### src/rtl/alu_cmd_issuer.sv
// Initiator for the 8-bit registered ALU: accepts one command, waits out the
// ALU pipeline latency, then returns the captured result with its tag.
`timescale 1ns/1ps
module alu_cmd_issuer #(
  parameter int unsigned LATENCY = 1,
  parameter int unsigned TAG_W   = 4
) (
  input  logic             clk,
  input  logic             rst,
  input  logic             cmd_valid,
  output logic             cmd_ready,
  input  logic [2:0]       cmd_op,
  input  logic [7:0]       cmd_a,
  input  logic [7:0]       cmd_b,
  input  logic [TAG_W-1:0] cmd_tag,
  output logic [7:0]       alu_a,
  output logic [7:0]       alu_b,
  output logic [2:0]       alu_opcode,
  input  logic [15:0]      alu_out,
  output logic             rsp_valid,
  input  logic             rsp_ready,
  output logic [15:0]      rsp_data,
  output logic [TAG_W-1:0] rsp_tag,
  output logic             rsp_err,
  output logic [15:0]      op_count
);

  localparam logic [2:0] LAT_INIT = 3'(LATENCY);
  localparam logic [2:0] OP_DIV   = 3'b011;

  typedef enum logic [1:0] {IDLE, WAIT, RESP} state_t;

  state_t           state, state_next;
  logic [2:0]       cnt;
  logic [TAG_W-1:0] tag_q;
  logic             err_q;
  logic             accept, capture, done;

  assign cmd_ready = (state == IDLE);
  assign rsp_valid = (state == RESP);

  always_ff @(posedge clk) begin
    if (rst) state <= IDLE;
    else     state <= state_next;
  end

  always_comb begin
    state_next = state;
    accept     = 1'b0;
    capture    = 1'b0;
    done       = 1'b0;
    unique case (state)
      IDLE: if (cmd_valid) begin
        accept     = 1'b1;
        state_next = WAIT;
      end
      WAIT: if (cnt == '0) begin
        capture    = 1'b1;
        state_next = RESP;
      end
      RESP: if (rsp_ready) begin
        done       = 1'b1;
        state_next = IDLE;
      end
      default: state_next = IDLE;
    endcase
  end

  // Counter is loaded with LATENCY and captures one edge after reaching zero,
  // giving the ALU output a full cycle to settle after its last stage.
  always_ff @(posedge clk) begin
    if (rst) begin
      alu_a      <= '0;
      alu_b      <= '0;
      alu_opcode <= '0;
      cnt        <= '0;
      tag_q      <= '0;
      err_q      <= 1'b0;
      rsp_data   <= '0;
      rsp_tag    <= '0;
      rsp_err    <= 1'b0;
      op_count   <= '0;
    end else begin
      if (accept) begin
        alu_a      <= cmd_a;
        alu_b      <= cmd_b;
        alu_opcode <= cmd_op;
        cnt        <= LAT_INIT;
        tag_q      <= cmd_tag;
        err_q      <= (cmd_op == OP_DIV) && (cmd_b == '0);
      end else if (state == WAIT && cnt != '0) begin
        cnt <= cnt - 3'd1;
      end
      if (capture) begin
        rsp_data <= alu_out;
        rsp_tag  <= tag_q;
        rsp_err  <= err_q;
      end
      if (done) op_count <= op_count + 16'd1;
    end
  end

endmodule

### config.mk
export PLATFORM = sky130hd
export DESIGN_NAME = alu_cmd_issuer
export DESIGN_NICKNAME = d
export VERILOG_FILES = /design/src/rtl/alu_cmd_issuer.sv
export SDC_FILE = /design/constraint.sdc
export NUM_CORES = 1
export LEC_CHECK = 0
export CAP_MARGIN = 20
export CELL_PAD_IN_SITES_DETAIL_PLACEMENT = 1
export CELL_PAD_IN_SITES_GLOBAL_PLACEMENT = 2
export CORE_ASPECT_RATIO = 0.75
export CORE_MARGIN = 5
export CORE_UTILIZATION = 25
export CTS_CLUSTER_SIZE = 10
export DETAILED_ROUTE_END_ITERATION = 10
export GPL_TIMING_DRIVEN = 1
export MAX_ROUTING_LAYER = met4
export PLACE_DENSITY = 0.91
export SLEW_MARGIN = 0
export SYNTH_ARGS = -nofsm -noshare
export SYNTH_HDL_FRONTEND = slang
export SYNTH_SLANG_ARGS = --single-unit
### constraint.sdc
create_clock -name clk -period 2.84 [get_ports clk]
set_input_delay 0.568 -clock clk [delete_from_list [all_inputs] [get_ports clk]]
set_output_delay 0.568 -clock clk [all_outputs]
set_load 0.02 [all_outputs]
### Word level (Yosys, flattened, before mapping)

Index checks and enable logic that the tools add are counted.

| word-level totals | value |
|---|---|
| flip-flop bits (word level) | 66 |
| bits of input ports | 43 |
| output and inout port bits | 58 |
| logic and storage cells | 41 |

| operators by class | value |
|---|---|
| add/sub/neg operators | 2 |
| equal/unequal tests | 6 |
| multiplexer cells | 12 |
| reductions and logical operators | 9 |

Operators by type and width:

| operator | count |
|---|---|
| adder 16 x 1 -> 16 bit (second input constant) | 1 |
| zero test 8 bit | 1 |
| two-way mux 1 bit | 8 |
| two-way mux 2 bit | 3 |
| one-hot mux 2 bit (3 select lines) | 1 |
| inequality test 2 bit (second input constant) | 2 |
| equality test 3 x 2 -> 1 bit (second input constant) | 1 |
| zero test 3 bit | 1 |
| AND reduction 3 bit | 1 |
| nonzero test 3 bit | 1 |
| subtractor 3 x 1 -> 3 bit (second input constant) | 1 |
| equality test 2 x 1 -> 1 bit (second input constant) | 1 |
| equality test 2 bit (second input constant) | 1 |
| logical AND 1 bit | 2 |
| zero test 2 bit | 1 |
| inequality test 2 x 1 -> 1 bit (second input constant) | 1 |
| nonzero test 2 bit | 1 |
| OR reduction 2 bit | 1 |

### Depth between registers and ports, before layout

Gate-level depths: netlist of run 1.

| logic depth | value |
|---|---|
| word-level depth | 4 |
| depth in mapped cells | 7 |
| mapped depth without buffers | 6 |

### Worst setup path after synthesis of run 1

Ideal clock, no wire load.

| timing path | value |
|---|---|
| path kind | register to register |
| from | reg op_count[8] |
| to | reg op_count[15] |
| arrival time | 1668 ps |
| data required time | 2770 ps |
| path slack | 1102 ps |
| stages on the path, launching flop included | 5 |
| buffers on the path | 0 |
| cell sequence | dfxtp_1 -> nand4_2 -> or4b_4 -> or3_1 -> a21oi_1 |

| on the way | value |
|---|---|
| longest elaborated chain between the ends | 1 |

Ends and longest elaborated chain:

| item | RTL line | RTL |
|---|---|---|
| from (decl) | 25 | `output logic [15:0] op_count` |
| from (signal assigned) | 99 | `if (done) op_count <= op_count + 16'd1;` |
| adder 16 x 1 -> 16 bit | 99 |  |

Every way passes these cells.
A chain may end at the register's enable or synchronous reset.

### Final worst setup path of run 1

| timing path | value |
|---|---|
| from | reg state[1] |
| to | out cmd_ready |

| on the way | value |
|---|---|
| longest elaborated chain between the ends | 1 |

Ends and longest elaborated chain:

| item | RTL line | RTL |
|---|---|---|
| from (decl) | 33 | `state_t state, state_next;` |
| from (signal assigned) | 44 | `else state <= state_next;` |
| zero test 2 bit | 39 | `assign cmd_ready = (state == IDLE);` |
| to (decl) | 11 | `output logic cmd_ready,` |

Every way passes these cells.

==> flow_metrics.py, run 1 <==
metrics = {
    "synthesis": {
        "synthFlopType": "dfxtp_1",
        "syn_inst": 316,
        "synth_fp_nets": 362,
        "synth_edf_count": 0,
        "ys_ff_latch": 66,
        "async_flop_share_pct": 0,
        "ys_seq_area_share_pct": 51.6,
        "yosysWarnings": 0,
        "postSynthAreaPerCell_sq_um": 8.10,
        "syn_area_sq_um": 2560,
        "ys_types": 32,
    },
    "worst_setup_path": {
        "cp.required_ps": 2270,
        "cp-start-kind": "flop",
        "cp.arrival_ps": 1610,
        "path_class": "flop to primary output",
        "path_max_fanout": 8,
        "worstSetupEndpointType": "primary output",
    },
    "finish": {
        "final_cells": 555,
        "mostFrequentLayoutCells": "99 x clkdlybuf4s50_1, 95 x nand2_1, 66 x dfxtp_1, 52 x a21oi_1, 17 x nor2_1",
        "area_delta_synth_final_pct": 56.6,
        "final_nets": 460,
        "fill_cells": 1185,
        "postLayoutCoreUtil_pct": 39.6,
        "drive_gt1_share_pct": 6.44,
        "final_common_cell": "clkdlybuf4s50_1",
        "diodes": 0,
    },
    "global_route": {
        "grt_overflow": 0,
        "grt.total_usage_pct": 13.7,
        "grt_max_degree": 39,
        "grt_first_pass_wirelength_mm": 13.1,
        "grt_pass1_vias": 2582,
        "antenna_found_initial": 0,
    },
    "clocking": {
        "cts-root-buf": "clkbuf_16",
        "postCtsSetupBuffers": 0,
        "cts_resized": 0,
        "clockBufferDepth": 2,
        "h-tree-depth": 3,
        "clock_sinks": 66,
        "path_clk_slew_ps": 50,
        "cts-buffers-inserted": 9,
        "clk_latency_ps": 330,
        "cts_tree": "yes",
        "hold_buffers": 0,
    },
    "sta": {
        "tightest_slew_ps": 787,
        "hold_slack_ps": 451,
        "period_needed_ps": 2180,
        "tns_ps": 0,
        "slew_headroom_pct": 47.5,
        "hold_viol_final": 0,
        "fin_skew_ps": 3.30,
        "slew_violations": 0,
        "fmax_ghz": 0.459,
        "rsz0062_at_grt": "no",
        "period_share_pct": 76.8,
        "setup_violations": 0,
    },
    "die": {
        "fp.dieArea_sq_um": 12400,
        "chipWidth_um": 127,
        "dieHeight_um": 97.6,
        "initial_core_util_pct": 25.3,
        "std_cell_rows": 32,
        "ios": 101,
        "core_area_sq_um": 10100,
    },
    "detailed_routing": {
        "drt_first_iter_violations": 65,
        "routedWlPerCell_um": 14.2,
        "routed_wl_mm": 7.87,
        "dr.pass1.iters": 4,
        "drcViolationCount": 0,
        "vias": 2456,
        "vias_per_cell": 4.43,
        "drtAntennaViolNets": 0,
    },
    "pwr": {
        "power.total_uw": 2450,
        "p_per_area_nw_per_um2": 611,
        "ir_worst_vdd_mv": 0.388,
        "sw_frac_of_total_pct": 24.3,
        "seq_power_share_pct": 40.7,
        "pwr-share-clk_pct": 45.5,
        "p_int_uw": 1850,
        "switchingPower_uw": 594,
        "p_leak_uw": 0.00139,
        "combPwrFrac_pct": 13.7,
    },
    "flow_run": {
        "maxCapViolCount": 0,
    },
    "hold_path": {
        "hold_class": "flop to flop",
    },
    "status": {
        "outcome": "finished clean",
    },
    "placement": {
        "dpl.cell_count": 539,
        "hpwl_mm": 5.85,
        "gp_congestion": 0.765,
        "io_buffers": 100,
    },
}
sequential cells by signal, indices dropped and copies added, names as in the netlist:
register    flops
err_q           1
rsp_tag         4
alu_a           8
alu_b           8
alu_opcode      3
tag_q           4
cnt             3
state           2
op_count       16
rsp_err         1
rsp_data       16
critical path, cell delays in order, from the launching register on:
cell,delay [ps]
dfxtp_1,370
nor2_1,250
clkdlybuf4s50_1,660
power by group through the flow:
stage	logic, uW	registers [uW]	clock network [uW]
2_1_floorplan	121	1060	0
4_1_cts	344	997	1150
5_1_grt	371	1000	1200
3_5_place_dp	343	1020	0
3_3_place_gp	335	1010	0
6_report	336	997	1110
cells in the mapped netlist (all sizes together), types with 3 or more instances:
cell type	count	area, sq um
a21oi	52	260
and2	3	20.0
buf	3	17.5
clkbuf	15	56.3
dfxtp	66	1320
ha	3	37.5
inv	4	15.0
nand2	95	357
nand2b	4	25.0
nand3	6	30.0
nand4	5	37.5
nor2	17	63.8
nor2b	3	18.8
nor3	5	25.0
nor4	4	25.0
o21ai	4	20.0
or3	3	18.8
xnor2	7	61.3
xor2	5	43.8
cell type report:
| class | count | area (sq um) | area share, % |
|---|---|---|---|
| Sequential cell | 66 | 1320 | 33.0 |
| Clock buffer | 11 | 253 | 6.31 |
| Timing Repair Buffer | 105 | 1050 | 26.1 |
| Inverter | 4 | 15.0 | 0.375 |
| Tap cell | 136 | 170 | 4.25 |
| Clock inverter | 5 | 52.6 | 1.31 |
| Multi-Input combinational cell | 228 | 1150 | 28.7 |
logic make-up after synthesis:
| kind of cell | share of synthesized area (%) |
|---|---|
| simple gates | 27.4 |
| flops | 51.6 |
| compound gates | 11.9 |
| buf+inv | 3.47 |
| xor+xnor | 4.11 |
| fa+ha+maj | 1.47 |
final timing paths:
path	cells past startpoint	startpoint	slack [ps]	endpoint
hold / removal	2	rsp_data[11]	450	rsp_data[11]
setup reg to reg	4	op_count[8]	1080	op_count[15]
hold reg to reg	2	rsp_data[11]	450	rsp_data[11]
setup / recovery	2	state[1]	660	cmd_ready
metrics by stage:
| step | setup WS (ps) | area [sq um] |
|---|---|---|
| 5_1_grt | 597 | 4010 |
| 3_3_place_gp | 531 | 3700 |
| 3_5_place_dp | 511 | 3700 |
| 2_1_floorplan | 1100 | 2560 |
| 4_1_cts | 623 | 4010 |
| 6_report | 660 | 4010 |
layer usage:
metal | vias up | track usage, % | share of wire [%]
met1 | 1123 | 16.7 | 46
met4 | 0 | 4.95 | 1.6
met5 | - | - | 0
met3 | 8 | 5.77 | 8.1
li1 | 1244 | - | -
met2 | 81 | 20.1 | 44
Note: power is estimated with default switching activity, not from simulation.
==> run 2, diff against run 1 <==
--- a/config.mk
+++ b/config.mk
@@ -10,12 +10,12 @@
 export CELL_PAD_IN_SITES_GLOBAL_PLACEMENT = 2
 export CORE_ASPECT_RATIO = 0.75
 export CORE_MARGIN = 5
-export CORE_UTILIZATION = 25
+export CORE_UTILIZATION = 21
 export CTS_CLUSTER_SIZE = 10
 export DETAILED_ROUTE_END_ITERATION = 10
 export GPL_TIMING_DRIVEN = 1
 export MAX_ROUTING_LAYER = met4
-export PLACE_DENSITY = 0.91
+export PLACE_DENSITY = 0.82
 export SLEW_MARGIN = 0
 export SYNTH_ARGS = -nofsm -noshare
 export SYNTH_HDL_FRONTEND = slang
==> constraint.sdc (replaced) <==
create_clock -name clk -period 2 [get_ports clk]
set_input_delay 0.4 -clock clk [delete_from_list [all_inputs] [get_ports clk]]
set_output_delay 0.4 -clock clk [all_outputs]
set_load 0.02 [all_outputs]
==> flow_metrics.py, run 2 (synthesis results as in run 1) <==
metrics = {
    "clocking": {
        "cts-buffers-inserted": 9,
        "clock_sinks": 66,
        "h-tree-depth": 3,
        "postCtsSetupBuffers": 0,
        "cts_tree": "yes",
        "path_clk_slew_ps": 50,
        "cts-root-buf": "clkbuf_16",
        "clk_latency_ps": 320,
        "clockBufferDepth": 2,
    },
    "sta": {
        "slew_headroom_pct": 62.4,
        "setup_violations": 0,
        "tightest_slew_ps": 564,
        "hold_slack_ps": 454,
        "tns_ps": 0,
        "fin_skew_ps": 3.92,
        "fmax_ghz": 0.541,
        "rsz0062_at_grt": "no",
        "hold_viol_final": 0,
        "period_share_pct": 92.4,
        "slew_violations": 0,
        "period_needed_ps": 1850,
    },
    "pwr": {
        "ir_worst_vdd_mv": 0.365,
        "p_per_area_nw_per_um2": 817,
        "p_leak_uw": 0.00143,
        "power.total_uw": 3330,
    },
    "detailed_routing": {
        "vias": 2559,
        "drcViolationCount": 0,
        "drt_first_iter_violations": 80,
        "drtAntennaViolNets": 0,
        "vias_per_cell": 4.33,
        "dr.pass1.iters": 4,
        "routedWlPerCell_um": 13.9,
        "routed_wl_mm": 8.24,
    },
    "finish": {
        "fill_cells": 1404,
        "diodes": 0,
        "drive_gt1_share_pct": 8.62,
        "area_delta_synth_final_pct": 59.4,
        "final_common_cell": "clkdlybuf4s50_1",
        "postLayoutCoreUtil_pct": 34.7,
        "multi_input_area_sq_um": 1150,
        "register_area_sq_um": 1320,
        "final_nets": 470,
        "mostFrequentLayoutCells": "97 x clkdlybuf4s50_1, 95 x nand2_1, 66 x dfxtp_1, 52 x a21oi_1, 17 x nor2_1",
        "finish.instance_area_sq_um": 4080,
        "largestRegisters": "op_count x16, rsp_data x16",
    },
    "worst_setup_path": {
        "cp.required_ps": 1600,
        "rr_worst_depth": 4,
        "path_max_fanout": 6,
        "cp_num_cells": 1,
        "cp.arrival_ps": 1450,
        "cp-start-kind": "flop",
        "cpMaxStageDelayCell": "clkdlybuf4s50_1",
        "cp_cell_sequence": "clkdlybuf4s50_1",
        "crit_buf_inv": 1,
        "critPathMaxStageDelay_ps": 660,
        "path_delay_family": "buffers and inverters",
        "path_class": "flop to primary output",
        "worstSetupEndpointType": "primary output",
    },
    "placement": {
        "place_area_sq_um": 3810,
        "io_buffers": 100,
        "gp_congestion": 0.832,
        "hpwl_mm": 6.05,
    },
    "global_route": {
        "antenna_found_initial": 0,
        "grt.total_usage_pct": 11.9,
        "grt_overflow": 0,
        "grt_pass1_vias": 2643,
        "grt_first_pass_wirelength_mm": 13.2,
        "grt_max_degree": 31,
    },
    "die": {
        "std_cell_rows": 34,
        "dieHeight_um": 106,
        "core_area_sq_um": 11700,
        "ios": 101,
        "fp.dieArea_sq_um": 14500,
        "initial_core_util_pct": 21.8,
        "chipWidth_um": 137,
    },
    "status": {
        "outcome": "finished clean",
    },
    "flow_run": {
        "maxCapViolCount": 0,
    },
    "hold_path": {
        "hold_class": "flop to flop",
        "worstHoldPathCells": 2,
    },
}
run 2: cell count changes in the layout (fill, tap and decap cells not counted), sizes merged:
cell           delta
clkbuf            -1
clkdlybuf4s50     -2
bufinv            -1
buf              +10
clkinv            +2
dlygate4sd2       +2
run 2: worst paths after layout:
kind,from,end,slack [ps]
worst max-delay path,op_count[0],op_count[0],150
worst min-delay path,alu_opcode[0],alu_opcode[0],450
worst max register to register,op_count[8],op_count[15],220
worst min register to register,alu_opcode[0],alu_opcode[0],450
run 2: what timing repair did:
action | CTS | global route
hold buffers | 0 | 0
resized for setup | 2 | 0
endpoints found under the setup margin | 2 | 0
run 2: final cells by class:
type | instances | share of cell area, %
flip-flops and latches | 66 | 32.4
multi-input cells | 228 | 28.2
repair buffers | 115 | 27.4
clock buffers | 10 | 5.86
well taps | 162 | 4.97
clock inverters | 6 | 0.798
inverters | 4 | 0.368
run 2: report_power, final:
group | leakage [uW] | internal, uW | total (uW) | switching [uW]
logic | 0.000756 | 233 | 485 | 253
registers | 0.000537 | 1380 | 1420 | 38.2
clock network | 0.000138 | 860 | 1430 | 567
total | 0.00143 | 2470 | 3330 | 858
run 2: stage by stage:
stage	setup slack, ps	cells
global route	108	591
global placement	9.60	575
finish	151	591
floorplan	262	316
CTS	127	591
detailed placement	-1.44	575
run 2: layer usage:
metal	part of all wire [%]	GRT usage, %	wire, um	up-vias
met5	0	-	0	-
met4	1.5	4.42	125	0
met3	6.7	4.38	551	9
met2	44	17.8	3650	70
li1	-	-	-	1274
met1	47	14.5	3910	1206
==> variant: new RTL, config.mk and constraints of run 2 <==
Change the parameter `TAG_W` from 4 to 3.
--- a/src/rtl/alu_cmd_issuer.sv
+++ b/src/rtl/alu_cmd_issuer.sv
@@ -4,5 +4,5 @@
 module alu_cmd_issuer #(
   parameter int unsigned LATENCY = 1,
-  parameter int unsigned TAG_W   = 4
+  parameter int unsigned TAG_W   = 3
 ) (
   input  logic             clk,
Ports: changed (resized cmd_tag and rsp_tag); port bits go from 101 to 99. The function was not compared with the original's and may differ.
==> variant against run 2 <==
- maximum frequency decreased by 2.5%
- area after synthesis decreased by 2.9%
- critical endpoint unchanged
- cell area decreased by 3.2%
- critical path depth unchanged
- sequential cell count decreased by 2
- combinational power decreased by 1%
- utilization decreased by 0.61 points
- routed wire length decreased by 5.7%
- total power decreased by 3.1%
- worst setup slack got worse by 0.048 ns
==> variant: results (changes against run 2) <==
status: finished clean (unchanged)
reg2reg start: op_count[7]$_SDFFE_PP0P_ (was op_count[8]$_SDFFE_PP0P_)
CTS clk-pin slew, worst paths: 0.05 ns (about the same)
Hold WS: 0.4517 ns (was 0.4536 ns)
met2 Use GR: 17.54% (was 17.79%)
clock latency at the later pin of the worst-skew pair: 0.32 ns (about the same)
Hold EP: rsp_tag[2]$_SDFFE_PP0P_ (was alu_opcode[0]$_SDFFE_PP0P_)
share of layout cells above drive strength 1: 7.056% (was 8.625%)
met3 routed WL: 697 µm (was 551 µm)
vias in the first global route: 2633 (was 2643)
WL final: 7776 µm (was 8244 µm)
DP Worst Slack: -0.005563 ns (was -0.001439 ns)
global-route wire length before repair: 12900 µm (was 13240 µm)
TritonCTS Buffers: 9 (unchanged)
kind of cell adding the most delay to the critical path: buffers and inverters (unchanged)
Vias: 2446 (was 2559)
largest net degree at the start of global routing: 27 (was 31)
Filler Cells Inserted: 1398 (was 1404)
Final nets: 453 (was 470)
global routing usage on met3: 5.706% (was 4.381%)
Synth Net Count: 349 (was 362)
Placer Congestion: 0.7490 (was 0.8316)
Hold Path Class: reg -> reg (unchanged)
Commonest cells post-synth: nand2_1 (95), dfxtp_1 (64), a21oi_1 (49) (was nand2_1 (95), dfxtp_1 (66), a21oi_1 (52))
Switching Fraction: 24.83% (was 25.77%)
dominant cells by area after synthesis: dfxtp_1 (52%), nand2_1 (14%), a21oi_1 (9.9%) (was dfxtp_1 (52%), nand2_1 (14%), a21oi_1 (10%))
Cell Count, Final, Fillers Out: 573 (was 591)
placed cells: 559 (was 575)
Reg2Reg Setup Slack: 0.37 ns (was 0.22 ns)
DR WL met2: 3360 µm (was 3652 µm)
crit-path max cell delay: 0.67 ns
met1 usage: 13.98% (was 14.53%)
Clock Path Buffers: 2 (unchanged)
drt initial violations: 75 (was 80)
hold path start: tag_q[2]$_SDFFE_PP0P_ (was alu_opcode[0]$_SDFFE_PP0P_)
DRT met1 WL: 3644 µm (was 3914 µm)
Pleak: 1.399 nW (was 1.431 nW)
Antenna Diode Count: 0 (unchanged)
Peak supply drop: 349.0 µV (was 364.5 µV)
Setup Buffers After CTS: 0 (unchanged)
Gate power share: 14.8% (was 14.6%)
Worst Path Arrival: 1.50 ns (was 1.45 ns)
Syn Area/Cell: 8.170 µm² (was 8.097 µm²)
IO buf count: 98 (was 100)
critical-path maximum fanout: 5 (was 6)
Seq/Total Area, Yosys: 51.59% (was 51.64%)
post-synth cell types: 34 (was 32)
clock skew: 0.003761 ns (was 0.003918 ns)
Tot GR Track Use: 11.67% (was 11.87%)
top flop regs: op_count x16, rsp_data x16 (unchanged)
reg2reg end: op_count[15]$_SDFFE_PP0P_ (unchanged)
DP HPWL: 5734 µm (was 6051 µm)
Multi-input gate area: 1125 µm² (was 1149 µm²)
worst-margin pin slew: 0.5224 ns (was 0.5642 ns)
post-placement cell area: 3695 µm² (was 3809 µm²)
variant: cell count changes after synthesis, moves of 2 or more:
cell / before / now
xor2_1: 5 / 7
inv_1: 4 / 2
dfxtp_1: 66 / 64
xnor2_1: 7 / 5
nand2b_1: 4 / 1
a21oi_1: 52 / 49
variant: worst max-delay path by stage:
stage / from / end / slack [ns] / depth (start not counted)
floorplan: op_count[3]$_SDFFE_PP0P_ / op_count[15]$_SDFFE_PP0P_ / 0.37 / 4
global placement: rsp_ready / op_count[12]$_SDFFE_PP0P_ / 0.04 / 6
detailed placement: rsp_ready / op_count[12]$_SDFFE_PP0P_ / -0.006 / 6
CTS: op_count[0]$_SDFFE_PP0P_ / op_count[0] / 0.1 / 1
global route: op_count[0]$_SDFFE_PP0P_ / op_count[0] / 0.04 / 1
finish: op_count[0]$_SDFFE_PP0P_ / op_count[0] / 0.10 / 1
variant: logic make-up after synthesis:
logic type,Yosys count,synth area share (%)
xor gates and xnor gates,12,4.232
adders and majority gates,3,1.511
AOI/OAI and AO/OA,55,11.34
buffers and inverters,19,3.124
and+or+nand+nor,150,27.81
muxes,1,0.4030
DFF,64,51.59
variant: power groups by stage:
stage	sequential (mW)	combinational [mW]	clock (mW)
final	1.37	0.479	1.37
after global routing	1.38	0.526	1.48
after CTS	1.37	0.490	1.43
after detailed placement	1.40	0.490	0
after global placement	1.40	0.480	0
after floorplan	1.45	0.164	0
variant: area by class of cell:
| class | instances | share of cell area [%] |
|---|---|---|
| Timing Repair Buffer | 110 | 27.26 |
| Tap cell | 162 | 5.135 |
| Multi-Input combinational cell | 221 | 28.49 |
| Inverter | 2 | 0.1902 |
| Clock inverter | 1 | 0.1268 |
| Clock buffer | 13 | 6.339 |
| Sequential cell | 64 | 32.46 |
